## src/rtl/seq_detector_param_if.sv

```systemverilog
// Serial-stream and configuration bundle for seq_detector_param.
// master drives bits and config; slave returns the match flag and count.
interface seq_detector_param_if #(
   parameter int PAT_W = 4,
   parameter int CNT_W = 8
);
   localparam int LW = $clog2(PAT_W + 1);

   logic             in;
   logic             in_valid;
   logic             cfg_load;
   logic [PAT_W-1:0] cfg_pattern;
   logic [LW-1:0]    cfg_len;
   logic             cfg_overlap;
   logic             out;
   logic [CNT_W-1:0] match_count;

   modport master (
      output in, in_valid, cfg_load, cfg_pattern, cfg_len, cfg_overlap,
      input  out, match_count
   );

   modport slave (
      input  in, in_valid, cfg_load, cfg_pattern, cfg_len, cfg_overlap,
      output out, match_count
   );
endinterface

```

## src/rtl/seq_detector_param.sv

```systemverilog
// Runtime-loadable serial pattern detector, Moore output, saturating count.
// SEQ_DET_DEBUG_EN adds dbg_hist / dbg_fill / dbg_state observation ports.
module seq_detector_param #(
   parameter int               PAT_W   = 4,
   parameter int               CNT_W   = 8,
   parameter logic [PAT_W-1:0] DEF_PAT = 'b101,
   parameter int               DEF_LEN = 3,
   parameter bit               DEF_OVL = 1'b1
) (
   input logic                 clock,
   input logic                 reset,
   seq_detector_param_if.slave bus
`ifdef SEQ_DET_DEBUG_EN
   ,
   output logic [PAT_W-1:0]              dbg_hist,
   output logic [$clog2(PAT_W+1)-1:0]    dbg_fill,
   output logic [0:0]                    dbg_state
`endif
);
   localparam int LW = $clog2(PAT_W + 1);

   typedef enum logic {HUNT = 1'b0, MATCH = 1'b1} state_t;

   state_t           state;
   state_t           state_n;
   logic [PAT_W-1:0] pat;
   logic [LW-1:0]    len;
   logic             ovl;
   logic [PAT_W-1:0] hist;
   logic [LW-1:0]    fill;
   logic [CNT_W-1:0] cnt;

   logic [PAT_W-1:0] mask;
   logic [PAT_W-1:0] hist_sh;
   logic [LW-1:0]    fill_inc;
   logic [LW-1:0]    len_ld;
   logic             accept;
   logic             hit;

   always_comb begin
      mask = '0;
      for (int i = 0; i < PAT_W; i++) begin
         mask[i] = (LW'(i) < len);
      end
      hist_sh  = {hist[PAT_W-2:0], bus.in};
      fill_inc = (fill >= len) ? len : fill + 1'b1;
      accept   = bus.in_valid & ~bus.cfg_load;
      hit      = accept && (fill_inc == len)
                 && (((hist_sh ^ pat) & mask) == '0);
   end

   // Out-of-range lengths are clamped into 1..PAT_W at load time
   always_comb begin
      len_ld = bus.cfg_len;
      if (bus.cfg_len == '0) begin
         len_ld = LW'(1);
      end else if (bus.cfg_len > LW'(PAT_W)) begin
         len_ld = LW'(PAT_W);
      end
   end

   always_ff @(posedge clock) begin
      if (reset) begin
         pat  <= DEF_PAT;
         len  <= LW'(DEF_LEN);
         ovl  <= DEF_OVL;
         hist <= '0;
         fill <= '0;
         cnt  <= '0;
      end else if (bus.cfg_load) begin
         pat  <= bus.cfg_pattern;
         len  <= len_ld;
         ovl  <= bus.cfg_overlap;
         hist <= '0;
         fill <= '0;
         cnt  <= '0;
      end else if (accept) begin
         hist <= hist_sh;
         fill <= (hit && !ovl) ? '0 : fill_inc;
         if (hit && (cnt != '1)) begin
            cnt <= cnt + 1'b1;
         end
      end
   end

   always_ff @(posedge clock) begin
      if (reset) begin
         state <= HUNT;
      end else begin
         state <= state_n;
      end
   end

   always_comb begin
      state_n = HUNT;
      unique case (state)
         HUNT:    state_n = hit ? MATCH : HUNT;
         MATCH:   state_n = hit ? MATCH : HUNT;
         default: state_n = HUNT;
      endcase
   end

   always_comb begin
      bus.out         = (state == MATCH);
      bus.match_count = cnt;
   end

`ifdef SEQ_DET_DEBUG_EN
   always_comb begin
      dbg_hist  = hist;
      dbg_fill  = fill;
      dbg_state = (state == MATCH);
   end
`endif
endmodule

```

## src/flat_wrapper.sv

```systemverilog
// flat-port wrapper written by rule: the top's interface ports become plain ports
module seq_detector_param_flat 
#(
   parameter int               PAT_W   = 4,
   parameter int               CNT_W   = 8,
   parameter logic [PAT_W-1:0] DEF_PAT = 'b101,
   parameter int               DEF_LEN = 3,
   parameter bit               DEF_OVL = 1'b1
)
  (clock, reset, bus_in, bus_in_valid, bus_cfg_load, bus_cfg_pattern, bus_cfg_len, bus_cfg_overlap, bus_out, bus_match_count);
  seq_detector_param_if #(.PAT_W(PAT_W), .CNT_W(CNT_W)) bus_i ();
  input logic clock;
  input logic reset;
  input wire logic [$bits(bus_i.in)-1:0] bus_in;
  input wire logic [$bits(bus_i.in_valid)-1:0] bus_in_valid;
  input wire logic [$bits(bus_i.cfg_load)-1:0] bus_cfg_load;
  input wire logic [$bits(bus_i.cfg_pattern)-1:0] bus_cfg_pattern;
  input wire logic [$bits(bus_i.cfg_len)-1:0] bus_cfg_len;
  input wire logic [$bits(bus_i.cfg_overlap)-1:0] bus_cfg_overlap;
  output wire logic [$bits(bus_i.out)-1:0] bus_out;
  output wire logic [$bits(bus_i.match_count)-1:0] bus_match_count;
  assign bus_i.in = bus_in;
  assign bus_i.in_valid = bus_in_valid;
  assign bus_i.cfg_load = bus_cfg_load;
  assign bus_i.cfg_pattern = bus_cfg_pattern;
  assign bus_i.cfg_len = bus_cfg_len;
  assign bus_i.cfg_overlap = bus_cfg_overlap;
  assign bus_out = bus_i.out;
  assign bus_match_count = bus_i.match_count;
  seq_detector_param #(.PAT_W(PAT_W), .CNT_W(CNT_W), .DEF_PAT(DEF_PAT), .DEF_LEN(DEF_LEN), .DEF_OVL(DEF_OVL)) u_core (.clock(clock), .reset(reset), .bus(bus_i));
endmodule
```

## config.mk

```make
export PLATFORM = sky130hd
export DESIGN_NAME = seq_detector_param_flat
export DESIGN_NICKNAME = d
export VERILOG_FILES = /design/src/rtl/seq_detector_param_if.sv /design/src/rtl/seq_detector_param.sv /design/src/flat_wrapper.sv
export SDC_FILE = /design/constraint.sdc
export NUM_CORES = 1
export LEC_CHECK = 0
export BUFFER_PORTS_ARGS = -buffer_cell sky130_fd_sc_hd__buf_2
export CAP_MARGIN = 20
export CORE_AREA = 2 2 51 53
export DETAILED_ROUTE_END_ITERATION = 8
export DIE_AREA = 0 0 53 55
export GPL_TIMING_DRIVEN = 0
export PLACE_DENSITY = 0.74
export REMOVE_ABC_BUFFERS = 1
export SETUP_SLACK_MARGIN = 0.05
export SLEW_MARGIN = 15
export SYNTH_ARGS = -nofsm -noshare
export SYNTH_HDL_FRONTEND = slang
export SYNTH_SLANG_ARGS = --single-unit
export TNS_END_PERCENT = 100
```

## constraint.sdc

```tcl
create_clock -name clock -period 2.3 [get_ports clock]
set_input_delay 0.46 -clock clock [delete_from_list [all_inputs] [get_ports clock]]
set_output_delay 0.46 -clock clock [all_outputs]
set_load 0.005 [all_outputs]
```

==> results.txt, run 1 <==
- In the post-synthesis netlist, the cell with the most instances is dfxtp_1.
* Worst hold path stage count: 3
- Top Layer Used: met4
- The synthesized netlist contains 41 unique library cells.
* Dpl ws: 0.05004 ns
- Summed over all layers, the global routing overflow is 0.
- Vias after detailed routing: 1070
- Start point of the worst hold path: bus_cfg_overlap
- Of all nets on the critical path, the largest fanout is 4.
- Most used flip-flop cell after synthesis: dfxtp_1
- Actual transition at the worst max-transition pin: 0.4283 ns
* Relative area change from synthesis to final layout: 14.50%
- Yosys warns: 0
- Kind of start point of the critical path: flip-flop
* Power per Cell Area: about 500 mW/mm^2
* Cell family contributing the most delay on the critical path: compound AO/OA/AOI/OAI gates
- At the worst endpoint, the required time is 2.51 ns.
- Global-route wire length before repair: 4195 um
- Wire segments on met3 add up to between 50 and 60 um in the final route.
- The path class of the tightest hold or removal check is in2reg.
- Number of synthesized flops with an enable pin: 0
* Clock root buffer: clkbuf_4
* Number of routed nets with antenna violations: 0
- Walking the worst path, the cells encountered are inv_1 -> ha_1 -> nand2b_1 -> a21o_1 -> a21oi_1 -> mux2_2 -> a32o_1.
* Slew Limit Fails: 0
* Count of final setup violators: 0
* Vias per cell: 5.722
- Summed over all nets, the half-perimeter wirelength after detailed placement is between 1500 and 2000 um.
* Clock tree from TritonCTS: done
* Reg-to-reg endpoint: u_core.fill[0]
* Number of global-route vias before repair: 1024
- Netlist area before placement: ~0.0012 mm^2
- Of the post-synthesis cell area, the dominant cell type holds 0.3706.
- Across all setup checks in the final design, the least slack found is 0.1830 ns.
* Full die area: 0.002915 mm^2
* Startpoint of the most critical register-to-register path: u_core.fill[0]
* Number of input and output port buffers inserted: 21
- Global-route total usage across every layer: 0.1941
* Max-cap viol count: 0
- On the critical path, the stage with the largest delay is an instance of dfxtp_1.
- Maximum level of the CTS H-tree: 1
* Maximum operating frequency: 472.4 MHz
- The share of the Yosys chip area taken by registers is 0.3706.
- Most common library cells after synthesis: dfxtp_1, mux2i_1, nor2_1
- In the final layout, the share of cells above drive strength 1 is 0.2357.
- Measured along the x axis, the die boundary spans between 50 and 60 um.
- Unrepaired setup endpoints after global routing: false
- Cell types occupying the most area after synthesis: dfxtp_1, mux2i_1, ha_1, xor2_1, nor2_1
* Average instance area after synthesis: 9.412 um^2
* Post-synthesis register bit count: 23
* Part of the cycle the worst path needs: 0.9204
* Die Y: 55 um
- Final worst clock skew: 0.001811 ns
- For this design the top-level I/O count stands at 22.
* Placer congestion estimate: 0.7499
- In the detailed route, the total length drawn on met2 is about 1300 um.
- The hold violation count in the final report is 0.
- The initial antenna violation count is 0.
- Number of CTS-inserted buffers: 3
* Total design power: 0.0007138 W
* Outcome: finished clean
* Floorplan core area: roughly 0.0024 mm^2
- Register-to-register setup slack: 0.18 ns
- After detailed routing, the total wire length is 2556 um.
- For this run, design rule violations remaining after detail routing come to 0.
- Layout Nets: 176
- Pleak: between 0.6 and 0.7 nW
- The biggest area contributor in the post-synthesis netlist is dfxtp_1.
- The longest clock path from root to sink contains 2 buffers.
- The path with the worst hold slack has its endpoint at u_core.ovl.
* Clock Sinks: 23
- The critical path is of the reg2reg type.
- Wire length per cell after detailed routing: roughly 14 um
- Number of cell instances on the worst register-to-register path: 7
- Maximum number of pins on one net before global-route repair: 15
* Number of cell rows: 18
- Clock-pin slew was measured on the worst setup and hold paths at 0.12 ns.
* Largest vdd supply drop: 0.0003584 V
- The number of buffers and inverters on the critical path is 1.
- For this run, the slowest stage of the critical path takes 0.41 ns.
* Critical Path AT: 2.33 ns
* Critical path capture point type: flip-flop
- Initial Util: 0.5254
- Iter 0 DRT Violations: 9
- 0 antenna diodes ended up in the layout.
- The pre-antenna-repair detailed-routing pass consisted of 4 iterations.
* Share of flip-flops with an asynchronous set or reset: 0
- The later pin in the worst-skew pair is clocked with a latency of ~0.3 ns.
- Slew headroom: 0.7139
- Adding up every negative setup slack in the final design gives 0 ns.
* Number of instances in the synthesized netlist: roughly 130
- The detailed router put a total of between 1000 and 1500 um of wire on met1.
- Fin crit period: about 2.1 ns
-- stage by stage --
step / hold WS (ns) / area [um^2] / cells / utilization
after global placement: 0.4773 / 1363 / 179 / 0.5762
after detailed placement: 0.4879 / 1368 / 180 / 0.5783
final: 0.3658 / 1423 / 187 / 0.6016
after global routing: 0.3916 / 1423 / 187 / 0.6016
after floorplan: 0.4335 / 1220 / 128 / -
after CTS: 0.3595 / 1394 / 184 / 0.5894
-- cells by family (layout without fill, tap and decap cells) --
group                      after synthesis  after routing  synth area share
DFF                                     23             23            0.3706
muxes                                   12             12           0.09869
buffers and inverters                    9             34           0.03323
and+or+nand+nor                         44             44            0.1984
xor gates and xnor gates                 8              8           0.06747
AOI/OAI and AO/OA                       31             31            0.1813
adders and majority gates                5              5           0.05035
-- worst register-to-register path: stages, from the launching register on --
cell and delay [ns]:
dfxtp_1 0.41, inv_1 0.09, ha_1 0.28, nand2b_1 0.13, a21o_1 0.20, a21oi_1 0.29, mux2_2 0.37, a32o_1 0.24
-- report_power, final --
group	leakage [nW]	internal (W)	switching, W
Combinational	0.425	0.0000519	0.0000594
Sequential	0.187	0.000410	0.0000120
Clock	0.0150	0.0000676	0.000113
Total	0.627	0.000529	0.000185
-- cell type report --
type / count / area, um^2
clock buffers: 4 / 26.28
fillers: 219 / 942.2
inverters: 5 / 18.77
multi-input cells: 100 / 740.7
flip-flops and latches: 23 / 462.9
well taps: 30 / 37.54
repair buffers: 25 / 136.4
-- flip-flops by register name, summed over array words and instances (netlist names) --
register,cells
u_core.bus.match_count,8
u_core.bus.out,1
u_core.fill,3
u_core.hist,3
u_core.len,3
u_core.ovl,1
u_core.pat,4
-- worst max path at each step --
stage                               from                         to  slack (ns)  cells after the start
after CTS                  u_core.len[0]  u_core.bus.match_count[5]        0.13                      5
after detailed placement  u_core.fill[0]  u_core.bus.match_count[0]        0.05                      8
after global routing       u_core.len[0]  u_core.bus.match_count[5]        0.04                      7
after floorplan           u_core.fill[0]             u_core.fill[1]        0.19                      7
after global placement    u_core.fill[0]  u_core.bus.match_count[7]       -0.19                      7
final                     u_core.fill[0]             u_core.fill[0]        0.18                      7
-- cells in the final DEF, fill, tap and decap left out, drive strengths merged, types with 2 or more instances in the layout --
cell,n
ha,5
o31ai,3
o21a,2
nand4,4
nand2,7
or4,3
clkbuf,4
dfxtp,23
o41ai,2
mux2i,10
or3,3
nand2b,3
nor2b,3
a31oi,2
a21o,2
inv,5
a21oi,6
nand3,2
a32o,3
o311ai,2
mux2,2
buf,25
nor3b,2
nor2,10
o21ai,4
xor2,5
xnor2,2
and3,4
-- per-layer routing --
layer	GRT usage	vias to the layer above
met2	0.3583	13
met3	0.02151	5
li1	-	549
met5	0	-
met4	0.08547	0
met1	0.2278	503
-- repair_timing --
action / in CTS / in global routing
gates resized for setup: 1 / 5
hold buffers: 0 / 0
pin swaps: 0 / 3
endpoints found under the hold margin: 0 / 0
endpoints found under the setup margin: 4 / 4
buffers inserted: 0 / 3
No activity file was read; power rests on OpenSTA's default activity.
==> run 2: changes to the inputs <==
ABC_CLOCK_PERIOD_IN_PS = 2300   (was not set)
BUFFER_PORTS_ARGS = not set   (was -buffer_cell sky130_fd_sc_hd__buf_2)
DONT_BUFFER_PORTS = 1   (was not set)
GPL_ROUTABILITY_DRIVEN = 0   (was not set)
PLACE_DENSITY = 0.66   (was 0.74)
==> run 2 against run 1 <==
  * Worst setup slack worse by 0.025 ns
  * Critical path type unchanged
  * Critical endpoint is now u_core.bus.match_count[1]
  * Final area is 7.9% lower
  * Total power is 2.1% lower
  * First-iteration DRC count grew to 3.9 times the previous value
  * Clock-buffer cell count is 1 lower
  * Largest cell class unchanged
  * Core utilization is 4.8 points lower
  * Sequential power hardly changed
  * Register-to-register slack worse by 0.02 ns
==> results.txt, run 2 (synthesis results as in run 1) <==
* Outcome: finished clean
- Fin crit period: 2.142 ns (+0.02482 ns)
- P_int: 0.0005189 W (-1.9%)
* Required time of the critical path: 2.52 ns (about the same)
- The I/O pin count came to 22 (unchanged).
* Count of final setup violators: 0 (unchanged)
- The tree is rooted in a clkbuf_4.
- The worst setup skew after layout is 0.0006768 ns (-0.001134 ns).
- Power share of the sequential group: 0.604 (+0.013)
- The TritonCTS sink count was 23 (unchanged).
- Setup TNS: 0 ns (unchanged)
- The most critical setup path has its endpoint at u_core.bus.match_count[1].
- Die Y: 55 um (unchanged)
- Number of routed nets with antenna violations: 0 (unchanged)
- Horizontal die dimension: 53 um (unchanged)
- The achievable clock frequency came to 466.9 MHz (-1.2%).
- Startpoint of the most critical register-to-register path: u_core.len[0]
- Net Sw Power: 0.0001796 W (-2.8%)
* Pleak: 0.5262 nW (-16%)
- The peak fanout along the critical path was 6 (+2).
- Slew Limit Fails: 0 (unchanged)
* Number of antenna violations at the first check in global routing: 0 (unchanged)
- The final-stage net count is 154 (-13%).
- The number of cells in the finished layout apart from fillers came to 165 (-12%).
- Critical path capture point type: flip-flop
- The number of buffer cells added on primary ports was 0 (-100%).
- Diodes inserted: 0 (unchanged)
* Cells after DPL: 159 (-12%)
* Full die area: 0.002915 mm^2 (unchanged)
- Power per Cell Area: 533.2 mW/mm^2 (+6.3%)
* Largest vdd supply drop: 0.0005384 V (+50%)
- The clock-pin slew on the worst setup and hold paths is 0.12 ns (about the same).
* Fraction of final layout cells sized beyond drive strength 1: 0.1333 (-0.1023)
* Most frequent standard cell in the layout excluding fill and tap cells: dfxtp_1
- The part of the power in the clock network was 0.263 (+0.010).
- Number of CTS-inserted buffers: 3 (unchanged)
- The slack of the worst reg-to-reg path came to 0.16 ns (-0.02 ns).
- The sum of routed wire length over all layers is 2481 um (-2.9%).
- The transition time of the tightest slew-check pin was 0.4093 ns (-0.01900 ns).
- The total vias in the final route is 998 (-6.7%).
* Unrepaired setup endpoints after global routing: true
- Clock latency reported for the late side of the worst-skew pair: 0.31 ns (about the same)
* Kind of start point of the critical path: flip-flop
- The post-detailed-placement half-perimeter wirelength was 1897 um (-3.4%).
* Reg-to-reg endpoint: u_core.bus.match_count[1]
* Number of cell rows: 18 (unchanged)
- Flip-flop count of the largest register, all copies and words added: 8 (unchanged)
* Global-route wire length before repair: 3953 um (-5.8%)
- Slew headroom: 0.7265 (+0.01269)
- Highest-count cells in the layout ignoring fill and taps: dfxtp_1, mux2i_1, nor2_1, nand2_1
- TritonCTS built the clock tree.
- Combinational share of power: 0.133 (-0.023)
- By startpoint and endpoint, the worst setup path is classified as reg2reg.
- Net switching share of the total power: 0.2571 (-0.001687)
* Number of global-route vias before repair: 917 (-10%)
- The number of buffers inserted for hold repair after clock tree synthesis is 0 (unchanged).
* Initial Util: 0.5254 (unchanged)
- The hold violation count in the final report came to 0 (unchanged).
- Number of detailed-routing iterations run before antenna repair: 4 (unchanged)
* Maximum level of the CTS H-tree: 1 (unchanged)
- The min-delay analysis places its worst path in the category in2reg.
- Maximum number of pins on one net before global-route repair: 15 (unchanged)
- Floorplan core area: 0.002365 mm^2 (unchanged)
- Critical Path AT: 2.36 ns (+0.03 ns)
- The average wire per standard cell came to 15.04 um (+10%).
- Gr ovfl total: 0 (unchanged)
- The critical path starts at u_core.len[0].
- The final worst-path cycle share came to 0.9312 (+0.01079).
- The global router's overall resource usage was 0.1839 (-0.01025).
- Number of cell instances on the worst register-to-register path: 7 (unchanged)
- The count of max-cap constraint violations came to 0 (unchanged).
- Area of all placed cells without fillers: 0.001310 mm^2 (-7.9%)
* Vias per cell: 6.048 (+5.7%)
- The maximum buffer depth of the clock tree came to 2 (unchanged).
- Iter 0 DRT Violations: 35 (+26)
- Relative to the synthesized area, the layout overhead comes to 5.438%.
- The DRC violation count after routing came to 0 (unchanged).
- The area after detailed placement came to 0.001262 mm^2 (-7.7%).
-- run 2: per-layer routing --
metal,GRT usage,wire (um)
met5,0,0
met4,0.07692,39
met3,0.02957,106
met2,0.3208,1201
met1,0.2263,1134
-- run 2: how the worst min path moves through the flow --
stage                                end       start  slack (ns)  depth (start not counted)
final                      u_core.len[2]       reset        0.19                          1
after detailed placement      u_core.ovl  u_core.ovl        0.48                          2
after global placement        u_core.ovl  u_core.ovl        0.48                          2
after global routing      u_core.bus.out       reset        0.19                          1
after floorplan               u_core.ovl  u_core.ovl        0.43                          2
after CTS                 u_core.bus.out       reset        0.19                          1
-- run 2: area by class of cell --
type	instances	area [um^2]
Multi-Input combinational cell	100	744.5
Clock buffer	3	22.52
Clock inverter	1	5.005
Timing Repair Buffer	3	17.52
Fill cell	233	1055
Sequential cell	23	464.2
Inverter	5	18.77
Tap cell	30	37.54
-- run 2: power by group through the flow --
stage | sequential [W] | clock (W) | combinational [W]
detailed placement | 0.000430 | 0 | 0.0000889
global route | 0.000424 | 0.000197 | 0.000105
global placement | 0.000430 | 0 | 0.0000831
CTS | 0.000421 | 0.000189 | 0.0000891
floorplan | 0.000427 | 0 | 0.0000710
finish | 0.000422 | 0.000184 | 0.0000930
-- run 2: critical path, stage by stage, from the launching register on --
cell	delay [ns]
dfxtp_2	0.37
or3_1	0.40
a222oi_1	0.39
nand4_2	0.23
clkbuf_2	0.20
buf_4	0.15
o21a_1	0.16
o21a_1	0.15
-- run 2: per-stage QoR --
step           utilization  hold WS [ns]  power [W]  setup WS, ns
2_1_floorplan            -        0.4335  0.0004977        0.1881
3_3_place_gp        0.5317        0.4813  0.0005131       -0.2062
3_5_place_dp        0.5339        0.4842  0.0005192       0.09431
4_1_cts             0.5455        0.1931  0.0006998       0.07591
5_1_grt             0.5540        0.1901  0.0007258       0.01558
6_report            0.5540        0.1945  0.0006985        0.1582
-- run 2: what timing repair did --
action,in CTS,in global routing
setup endpoints to repair,0,9
buffers inserted,0,2
gates resized for setup,0,5
==> run 3: changes to the inputs <==
PLACE_DENSITY = 0.74   (was 0.66)
==> run 3 against run 2 <==
  * Non-clock buffer count fell by 2
  * Sequential power barely moved
  * Via count fell by 1.8%
  * Global-route usage shrank 0.49 points
  * Clock skew is 0.0037 ns higher
  * Critical path type unchanged
  * Highest routed layer unchanged
==> results.txt, run 3 (synthesis results as in run 1) <==
* Outcome: finished clean
- Relative to the synthesized area, the layout overhead comes to 4.129%.
- The total clock buffers created by CTS was 3 (unchanged).
- The initial antenna violation count came to 0 (unchanged).
* Clock tree from TritonCTS: done
- Type of the worst setup path: reg2reg
* Worst-path cell with the longest stage delay: or4_1
- The DRC violation count after routing came to 0 (unchanged).
- Count of final setup violators: 0 (unchanged)
- The sum of routed wire length over all layers was 2289 um (-7.7%).
* Unrepaired setup endpoints after global routing: false
- The placed instance count is 159 (unchanged).
* Vias after detailed routing: 980 (-1.8%)
- Final worst clock skew: 0.004362 ns (+0.003685 ns)
* Number of detailed-routing iterations run before antenna repair: 4 (unchanged)
* Number of global-route vias before repair: 915 (-0.22%)
* Dpl ws: 0.07775 ns (-0.01656 ns)
- Global-route total usage across every layer: 0.1789 (-0.004920)
* Number of cell rows: 18 (unchanged)
* Final Instance Count excl. Fillers: 163 (-1.2%)
- The post-detailed-placement half-perimeter wirelength is 1777 um (-6.3%).
* Final worst-path setup slack: 0.1420 ns (-0.01621 ns)
* Required time of the critical path: 2.55 ns (+0.03 ns)
- Actual transition at the worst max-transition pin: 0.4519 ns (+0.04254 ns)
- Maximum number of pins on one net before global-route repair: 15 (unchanged)
- Max-cap viol count: 0 (unchanged)
- Setup bufs post-CTS: 0 (unchanged)
- Diodes inserted: 0 (unchanged)
* Number of endpoints with negative hold slack in the final report: 0 (unchanged)
* Layout Nets: 152 (-1.3%)
* Fin crit period: 2.158 ns (+0.01621 ns)
- The data arrival at the endpoint of the critical path came to 2.41 ns (+0.05 ns).
- The clock insertion delay at the later pin of the skew report is 0.31 ns (about the same).
- In the layout the commonest cells are dfxtp_1, mux2i_1, nor2_1, nand2_1.
- Initial Util: 0.5254 (unchanged)
* Number of routed nets with antenna violations: 0 (unchanged)
- The tree is rooted in a clkbuf_4.
- STA classifies the critical path endpoint as a flip-flop.
- Slew Limit Fails: 0 (unchanged)
- The average wire per standard cell was 14.04 um (-6.6%).
- Fraction of final layout cells sized beyond drive strength 1: 0.09774 (-0.03559)
- The die extent in x is 53 um (unchanged).
- Number of input and output port buffers inserted: 0 (unchanged)
* Worst min-delay path class: in2reg
- The worst vdd rail ir drop came to 0.0003998 V (-26%).
- The remaining global-route overflow is 0 (unchanged).
* Flip-flop count of the largest register, all copies and words added: 8 (unchanged)
* Most frequent standard cell in the layout excluding fill and tap cells: dfxtp_1
- Top Ports: 22 (unchanged)
* Maximum operating frequency: 463.4 MHz (-0.75%)
- Iter 0 DRT Violations: 15 (-57%)
- Slew headroom: 0.6981 (-0.02842)
- Floorplan core area: 0.002365 mm^2 (unchanged)
* Clock buffer depth: 2 (unchanged)
- The final worst-path cycle share came to 0.9383 (+0.007048).
* Kind of start point of the critical path: flip-flop
- Vias per cell: 6.012 (-0.60%)
- Global-route wire length before repair: 3877 um (-1.9%)
* Delay of the slowest critical-path stage: 0.53 ns (+0.13 ns)
- The height of the chip came to 55 um (unchanged).
- Full die area: 0.002915 mm^2 (unchanged)
* Pleak: 0.5185 nW (-1.5%)
* Clock edge transition at the registers on the reported setup and hold paths: 0.12 ns (about the same)
* List of cells traversed by the critical path: or3_1 -> a222oi_1 -> nand4_2 -> or4_1 -> a21oi_1
- The total power density per cell area is 537.8 mW/mm^2 (+0.86%).
* Crit-path max FO: 10 (+4)
- Clock Sinks: 23 (unchanged)
- The H-tree depth came to 1 (unchanged).
[run 3: changes by cell type in the layout (fill, tap and decap cells not counted)]
| cell | delta |
|---|---|
| clkbuf_2 | -1 |
| dfxtp_2 | -3 |
| buf_4 | -1 |
| dfxtp_1 | +3 |
[run 3: what timing repair did]
item,CTS,global route
resized for setup,1,1
endpoints found under the setup margin,2,1
hold buffers,0,0
pin swaps,0,0
[run 3: worst paths after layout]
check / startpoint / to / slack [ns] / cells after the start
max reg2reg: u_core.len[0] / u_core.bus.match_count[3] / 0.14 / 5
max: u_core.len[0] / u_core.bus.match_count[3] / 0.14 / 5
min reg2reg: u_core.ovl / u_core.ovl / 0.52 / 2
min: reset / u_core.pat[1] / 0.20 / 1
[run 3: power breakdown]
part | total, W | internal, W | switching [W]
combinational | 0.0000904 | 0.0000427 | 0.0000477
clock | 0.000184 | 0.0000651 | 0.000119
sequential | 0.000421 | 0.000409 | 0.0000122
total | 0.000696 | 0.000517 | 0.000179
[run 3: stage by stage]
step	total power (W)	util	cell area, um^2	hold WS [ns]	setup TNS [ns]
5_1_grt	0.0007306	0.5471	1294	0.1783	0
3_3_place_gp	0.0005121	0.5317	1257	0.4769	-1.470
4_1_cts	0.0007042	0.5455	1290	0.1866	0
6_report	0.0006958	0.5471	1294	0.1955	0
2_1_floorplan	0.0004977	-	1220	0.4335	0
3_5_place_dp	0.0005189	0.5339	1262	0.4929	0
[run 3: final cells by class]
class                      instances  area (um^2)
clock buffer                       3        22.52
clock inverter                     1        5.005
fill                             214         1071
inverter                           5        18.77
multi-input combinational        100        744.5
sequential                        23        460.4
tap                               30        37.54
timing repair buffer               1        5.005
[run 3: worst max-delay path, delay by kind of cell, from the launching register on]
kind	cells	cell delay [ns]
AOI/OAI and AO/OA	2	0.48
and+or+nand+nor	3	1.22
DFF	1	0.39
[run 3: metal layers]
| layer | part of all wire | GRT usage |
|---|---|---|
| met4 | 0.017 | 0.07692 |
| met3 | 0.041 | 0.02688 |
| met5 | 0 | 0 |
| met1 | 0.46 | 0.2268 |
| met2 | 0.48 | 0.3042 |
